==> config.mk <==
export PLATFORM = sky130hd
export DESIGN_NAME = instr_fetch_unit
export DESIGN_NICKNAME = d
export VERILOG_FILES = /design/src/rtl/instr_fetch_unit.sv
export SDC_FILE = /design/constraint.sdc
export NUM_CORES = 1
export LEC_CHECK = 0
export BUFFER_PORTS_ARGS = -buffer_cell sky130_fd_sc_hd__buf_2
export CAP_MARGIN = 25
export CORE_MARGIN = 2
export CORE_UTILIZATION = 45
export DETAILED_ROUTE_END_ITERATION = 8
export GPL_TIMING_DRIVEN = 0
export PLACE_DENSITY = 0.92
export REMOVE_ABC_BUFFERS = 1
export SLEW_MARGIN = 20
export SYNTH_ARGS = -nofsm -noshare
export SYNTH_HDL_FRONTEND = slang
export SYNTH_SLANG_ARGS = --single-unit
==> constraint.sdc <==
create_clock -name clk -period 2.35 [get_ports clk]
set_input_delay 0.47 -clock clk [delete_from_list [all_inputs] [get_ports clk]]
set_output_delay 0.47 -clock clk [all_outputs]
set_load 0.01 [all_outputs]
==> src/rtl/instr_fetch_unit.sv <==
// Instruction fetch unit: owns the PC, fetches over a req/ack handshake and
// hands one instruction at a time to the control unit and datapath.
// Optional retired-instruction counter: define FETCH_INSTRET_EN.
module instr_fetch_unit #(
  parameter logic [31:0] RESET_PC  = 32'h0000_0000,
  parameter logic [31:0] NOP_INSTR = 32'h0000_0013
) (
  input  logic        clk,
  input  logic        rst_n,
  input  logic        PCSrc,
  input  logic [31:0] PCTarget,
  input  logic        stall,
  output logic        imem_req,
  output logic [31:0] imem_addr,
  input  logic        imem_ack,
  input  logic [31:0] imem_rdata,
  output logic [31:0] Instr,
  output logic [31:0] PC,
  output logic [31:0] PCPlus4,
  output logic        instr_valid,
  output logic        misalign_err,
  output logic [31:0] instret
);

  localparam int unsigned XLEN = 32;

  typedef enum logic [1:0] {IDLE, REQ, VALID, ERR} state_t;

  state_t state;
  logic   retire;
  logic   bad_target;

  // Retire happens on any unstalled edge in VALID; a misaligned taken target traps.
  assign retire     = (state == VALID) && !stall;
  assign bad_target = PCSrc && (PCTarget[1:0] != 2'b00);
  assign PCPlus4    = PC + XLEN'(4);
  assign imem_addr  = PC;

  // Fetch FSM with registered handshake, instruction and PC outputs.
  always_ff @(posedge clk or negedge rst_n) begin
    if (!rst_n) begin
      state        <= IDLE;
      PC           <= RESET_PC;
      Instr        <= NOP_INSTR;
      instr_valid  <= 1'b0;
      imem_req     <= 1'b0;
      misalign_err <= 1'b0;
    end else begin
      case (state)
        IDLE: begin
          imem_req <= 1'b1;
          state    <= REQ;
        end
        REQ: begin
          if (imem_ack) begin
            Instr       <= imem_rdata;
            instr_valid <= 1'b1;
            imem_req    <= 1'b0;
            state       <= VALID;
          end
        end
        VALID: begin
          if (!stall) begin
            instr_valid <= 1'b0;
            Instr       <= NOP_INSTR;
            if (bad_target) begin
              misalign_err <= 1'b1;
              state        <= ERR;
            end else begin
              PC       <= PCSrc ? PCTarget : PCPlus4;
              imem_req <= 1'b1;
              state    <= REQ;
            end
          end
        end
        ERR: begin
          imem_req    <= 1'b0;
          instr_valid <= 1'b0;
        end
        default: state <= IDLE;
      endcase
    end
  end

`ifdef FETCH_INSTRET_EN
  // Count every retire edge, including the one that traps on a bad target.
  always_ff @(posedge clk or negedge rst_n) begin
    if (!rst_n) begin
      instret <= '0;
    end else if (retire) begin
      instret <= instret + XLEN'(1);
    end
  end
`else
  logic unused_retire;
  assign unused_retire = retire;
  assign instret       = '0;
`endif

endmodule

## Yosys cells after proc, flatten, opt, wreduce, memory -nomap -nowiden

Cells that the tools add are included.

- Flip-flop bits (word level): 69
- Bits of input ports: 69
- Output and inout bits: 163
- Logic and storage cells: 42

- $add $sub $neg: 1
- Equality and inequality tests: 6
- Muxes and demuxes: 15
- Bitwise operators: 2
- Reductions and logical operators: 12

Operators with widths:

| operator | count |
|---|---|
| $mux 32 | 3 |
| $pmux 32 s2 | 1 |
| $add 32x3->32 const B | 1 |
| $reduce_and 3->1 | 6 |
| $mux 2 | 3 |
| $ne 2x2->1 const B | 3 |
| $pmux 2 s3 | 1 |
| $reduce_bool 3->1 | 2 |
| $mux 1 | 5 |
| $eq 2x2->1 const B | 2 |
| $pmux 1 s4 | 1 |
| $reduce_bool 2->1 | 2 |
| $pmux 1 s3 | 1 |
| $eq 2x1->1 const B | 1 |
| $logic_not 2->1 | 1 |
| $not 1->1 | 2 |
| $logic_and 1x1->1 | 1 |

## Longest topological paths before layout

Gate-level depths: netlist of run 1.

- Depth in word-level cells: 5
- Gate-level depth with buffers: 9
- Gate-level depth less buffers: 7

## Worst setup path before layout of run 1

No wires, ideal clock.

- Path kind: register -> output
- Start point: register PC[11]
- End point: output port PCPlus4[27]
- Arrival time: 1.619 ns
- Data required time: 1.880 ns
- Path slack: 0.261 ns
- Stages on the path, launching flop included: 7
- Buffers on the path: 2
- Cells stage by stage: dfrtp_1 buf_2 nand4_4 nor4_4 buf_6 nand3_1 xnor2_1

- Word-level cells in the longest chain between the ends: 1

Ends and longest elaborated chain:

| what | RTL line | source |
|---|---|---|
| from (decl) | 18 | `output logic [31:0] PC,` |
| from (signal assigned) | 70 | `PC <= PCSrc ? PCTarget : PCPlus4;` |
| $add 32x3->32 | 36 | `assign PCPlus4 = PC + XLEN'(4);` |
| to (decl) | 19 | `output logic [31:0] PCPlus4,` |

No other way between the ends.

## Final worst setup path of run 1

- Start point: register PC[11]
- End point: output port PCPlus4[23]

Same word-level chain as after synthesis.

==> results of run 1 <==
-- stage by stage --
stage	setup TNS (ps)	instance area, sq um
2_1_floorplan	-9860	3670
3_3_place_gp	-36370	4800
3_5_place_dp	-14200	4850
4_1_cts	-17.9	5330
5_1_grt	-980	5610
6_report	-76.8	5610
-- synthesized netlist by cell type (8+ instances only) --
cell type  instances
nand3_1           16
and3_1            10
a21o_1             8
clkbuf_1          13
xnor2_1           16
nand2_1           25
o21ai_0           15
buf_2              8
a21oi_1           10
a221o_1            9
a22o_1            35
inv_1              8
dfrtp_1           66
buf_4             67
-- metal layers --
layer | global-route usage [%] | vias to the layer above
met5 | 0 | -
met4 | 8.85 | 0
met3 | 6.27 | 27
met2 | 40.3 | 228
met1 | 26.7 | 1907
li1 | - | 1791
-- worst max-delay path by stage --
stage | start | to | cells past startpoint | slack (ps)
finish | PC[11] | PCPlus4[23] | 6 | -60
global placement | state[0] | Instr[19] | 4 | -890
CTS | PC[3] | PCPlus4[20] | 6 | -9
floorplan | state[0] | Instr[10] | 4 | -340
detailed placement | state[0] | PC[27] | 7 | -560
global route | PC[12] | PCPlus4[23] | 6 | -130
-- what timing repair did --
action	in CTS	in global routing
endpoints found under the setup margin	49	56
gates resized for setup	37	12
buffers inserted	22	27
pin swaps	6	7
cloned	1	2
-- report_power, final --
part / switching, mW / internal [mW] / leakage [nW]
clock network: 0.481 / 0.491 / 0.0962
registers: 0.0143 / 1.21 / 0.871
logic: 0.101 / 0.0809 / 2.17
-- critical path: cells and delay by family, from the launching register on --
| family | cells | cell delay [ps] |
|---|---|---|
| simple gates | 3 | 700 |
| flops | 1 | 400 |
| buf+inv | 2 | 330 |
| xor+xnor | 1 | 180 |
-- cell type report --
class	instances	area share, %
Timing Repair Buffer	251	25.6
Inverter	8	0.602
Tap cell	111	2.47
Clock inverter	6	1.16
Clock buffer	10	2.27
Multi-Input combinational cell	272	36.6
Sequential cell	69	31.3
-- registers in the layout (all words and copies together) (netlist names) --
name,flops
Instr,32
PC,32
imem_req,1
instr_valid,1
misalign_err,1
state,2
-- cell families (layout without fill, tap and decap cells) --
| kind of cell | Yosys count | count (layout) | synth area share (%) |
|---|---|---|---|
| adders and majority gates | 5 | 5 | 1.50 |
| AOI/OAI and AO/OA | 104 | 104 | 19.3 |
| and+or+nand+nor | 100 | 103 | 15.2 |
| DFF | 69 | 69 | 41.6 |
| other | 1 | 32 | 0.0901 |
| buffers and inverters | 98 | 275 | 15.3 |
| xor gates and xnor gates | 28 | 28 | 6.98 |
==> impl_metrics.toml, run 1 <==
[clocking]
cts_tree = "yes"
cts.sinks = 69
ctsHoldBuffers = 0
path_clk_slew_ps = 90
clkLatencyLatePin_ps = 340
htree_levels = 3
numCtsBuffers = 9
cts_max_path_buffers = 2
clock-root-buffer = "clkbuf_8"

[hold_path]
holdCritPathClass = "input port to async pin"

[critical_path]
critPathMaxStageDelay_ps = 400
critPathLaunchType = "register"
r2r_cells = 6
r2r-start = "state[0]"
worst-setup-path-type = "register to primary output"
crit_arrival_ps = 1940
r2r_slack_ps = 120
cp_slowest_cell = "dfrtp_2"
cp-end-kind = "primary output"
cp_max_fo = 3
crit_chain = "nand4_4, buf_4, nor4_2, nand4_1, xnor2_1, buf_2"
required_ps = 1880
reg2reg_to = "PC[18]"

[place]
numPortBuffers = 199
dp_hpwl_microns = 8110
routabilityCongestion = 0.837
place_ws_ps = -562
dp_cells = 659

[logic_synthesis]
yosysSeqAreaShare_pct = 41.6
synth_enable_flop_cells = 0
yosys.cell_types.count = 53
synth_ff_type = "dfrtp_1"
avgSynthCellArea_sq_um = 10.3
synth_seq_cells = 69
synth_area_leaders = "dfrtp_1, buf_4, a22o_1"
synth_top_area_share_pct = 39.7
postSynth.asyncResetShare_pct = 100
synth_cells = 405
yosysTopAreaCell = "dfrtp_1"
syn-cell-area_sq_um = 4160
ys.warnings.count = 0

[global_routing]
grt_pass1_wl_microns = 18300
grt_use_total_pct = 23.0
grt_pass1_vias = 3751
grt_overflow = 0
grt_max_degree = 40
antenna_found_initial = 0

[route]
wl_per_cell_microns = 17.2
vias = 3953
drt_wl_total_microns = 12500
top_layer = "met4"
met1Wirelength_microns = 4770
via_per_inst = 5.44
drc_errors = 0
firstDrtPassIters = 4
met3WireLength_microns = 1040
first_iter_violations = 156
routed-wl-met2_microns = 6430
detail-route-antenna-nets = 0

[sta]
fmax_ghz = 0.415
rsz0062_at_grt = "true"
skew_ps = 12.8
hold_viol = 0
relSlewSlack_pct = 60.4
setup_ws_ps = -61.5
fin_crit_ps = 2410
fin_crit_sh_pct = 103
maxSlewViolCount = 0
holdWs_ps = 69.7
setup_viol = 2
worst_slew_pin_slew_ps = 591

[power_and_ir_drop]
powerDensity_nw_per_um2 = 424
power.total_mw = 2.38
leakagePower_nw = 3.13
ir_drop_v = 0.000264

[floorplanning]
num_rows = 35
pin_count = 232
start_util_pct = 45.7
coreArea_sq_um = 9110
die_h_microns = 100
die_w_microns = 100
die-area_sq_um = 10000

[layout]
finalNonFillerCells = 727
syn2layout_area_growth_pct = 34.9
utilization_pct = 61.6
drive_gt1_share_pct = 54.4
fillers = 744
final_cell_mix = "buf_2, buf_4, dfrtp_1, a22o_1, conb_1"
layout_commonest_cell = "buf_2"
antennaDiodeCount = 0
nets = 685
seqCellArea_sq_um = 1760
multi_input_area_sq_um = 2050

[run]
cap_viol_max_count = 0

[outcome]
status = "finished, violations left"
violations = "negative setup slack"
(Power assumes the default switching activity.)
==> inputs of run 2 (changes only) <==
==> constraint.sdc (replaced) <==
create_clock -name clk -period 2.35 [get_ports clk]
set_input_delay 0.1175 -clock clk [delete_from_list [all_inputs] [get_ports clk]]
set_output_delay 0.1175 -clock clk [all_outputs]
set_load 0.01 [all_outputs]
==> impl_metrics.toml, run 2 (synthesis results as in run 1) <==
[floorplanning]
die_h_microns = 100
die-area_sq_um = 10000
start_util_pct = 45.7
pin_count = 232
coreArea_sq_um = 9110
die_w_microns = 100
num_rows = 35

[sta]
fin_crit_sh_pct = 93.3
fin_crit_ps = 2190
skew_ps = 14.7
setup_viol = 0
maxSlewViolCount = 0
rsz0062_at_grt = "false"
relSlewSlack_pct = 59.6
worst_slew_pin_slew_ps = 604
fmax_ghz = 0.456
hold_viol = 0
holdWs_ps = 16.2

[global_routing]
grt_pass1_wl_microns = 18700
grt_overflow = 0
antenna_found_initial = 0
grt_pass1_vias = 3883
grt_max_degree = 40
grt_use_total_pct = 23.3

[layout]
layout_commonest_cell = "buf_2"
finalNonFillerCells = 724
antennaDiodeCount = 0
final_cell_mix = "buf_2, dfrtp_1, dlygate4sd3_1, a22o_1, conb_1"
fillers = 739
syn2layout_area_growth_pct = 34.2
fin_area_sq_um = 5580
nets = 682
reg_top3 = "Instr (32), PC (32), state (2)"
utilization_pct = 61.3
drive_gt1_share_pct = 44.4

[clocking]
clkLatencyLatePin_ps = 340
htree_levels = 3
cts_tree = "yes"
numCtsBuffers = 9
clock-root-buffer = "clkbuf_8"
cts.sinks = 69
path_clk_slew_ps = 80
cts_max_path_buffers = 2

[route]
detail-route-antenna-nets = 0
via_per_inst = 5.42
firstDrtPassIters = 4
drt_wl_total_microns = 12400
vias = 3924
first_iter_violations = 126
wl_per_cell_microns = 17.1
drc_errors = 0

[power_and_ir_drop]
p_sw_mw = 0.599
p_sw_share_pct = 24.7
clkPwrFrac_pct = 39.6
ir_drop_v = 0.000230
intPower_mw = 1.82
power.total_mw = 2.42
sequentialPowerShare_pct = 50.7
combPwrFrac_pct = 9.7
powerDensity_nw_per_um2 = 434
leakagePower_nw = 3.08

[place]
routabilityCongestion = 0.837
dp_cells = 659
placed_cell_area_sq_um = 4850
numPortBuffers = 199
dp_hpwl_microns = 8110

[hold_path]
holdCritPathClass = "input port to register"

[critical_path]
worst-setup-path-type = "register to primary output"
cp_max_fo = 7
cp-end-kind = "primary output"
crit_arrival_ps = 2080
required_ps = 2230
critPathLaunchType = "register"

[run]
cap_viol_max_count = 0

[outcome]
status = "completed"
## run 2: final timing paths
| check | start | endpoint | slack (ps) | depth (start not counted) |
|---|---|---|---|---|
| worst max-delay path | PC[14] | PCPlus4[20] | 160 | 5 |
| worst min-delay path | PCTarget[18] | PC[18] | 20 | 2 |
| worst max register to register | state[0] | PC[18] | 160 | 6 |
| worst min register to register | misalign_err | misalign_err | 500 | 1 |
| max in group asynchronous | rst_n | Instr[6] | 1510 | 3 |
| min in group asynchronous | rst_n | PC[23] | 270 | 2 |
## run 2: cell type report
| class | instances | area (sq um) | area share, % |
|---|---|---|---|
| clock buffer | 10 | 128 | 2.29 |
| multi-input combinational | 272 | 1990 | 35.7 |
| inverter | 8 | 30.0 | 0.538 |
| clock inverter | 6 | 65.1 | 1.17 |
| tap | 111 | 139 | 2.49 |
| sequential | 69 | 1740 | 31.2 |
| timing repair buffer | 248 | 1490 | 26.6 |
## run 2: routing by layer
layer | GRT usage, % | wire length (microns)
met5 | 0 | 0
met4 | 7.27 | 135
met3 | 6.69 | 1000
met2 | 41.0 | 6350
met1 | 27.4 | 4900
## run 2: power by group through the flow
stage                     Combinational (mW)  Sequential, mW  Clock, mW
final                                  0.234            1.23      0.960
after global routing                   0.254            1.23       1.04
after CTS                              0.227            1.23      0.982
after detailed placement               0.181            1.25          0
after global placement                 0.169            1.25          0
after floorplan                       0.0476            1.26          0
## run 2: what timing repair did
action	CTS	global route
pin swaps	2	5
endpoints found under the setup margin	41	50
cloned	1	2
hold buffers	37	0
setup buffers	2	7
endpoints found under the hold margin	63	0
gates resized for setup	8	15
## run 2: critical path: stages, from the launching register on
cell and delay (ps):
dfrtp_1 510, nand4_2 270, nor3_1 380, and3_1 270, xor2_1 170, buf_2 150
## run 2: stage by stage
stage	worst slack, ps	TNS, ps
after floorplan	-340	-9860
after global placement	-892	-34710
after detailed placement	-562	-12140
after CTS	-0.00466	-0.00466
after global routing	20.2	0
final	157	0
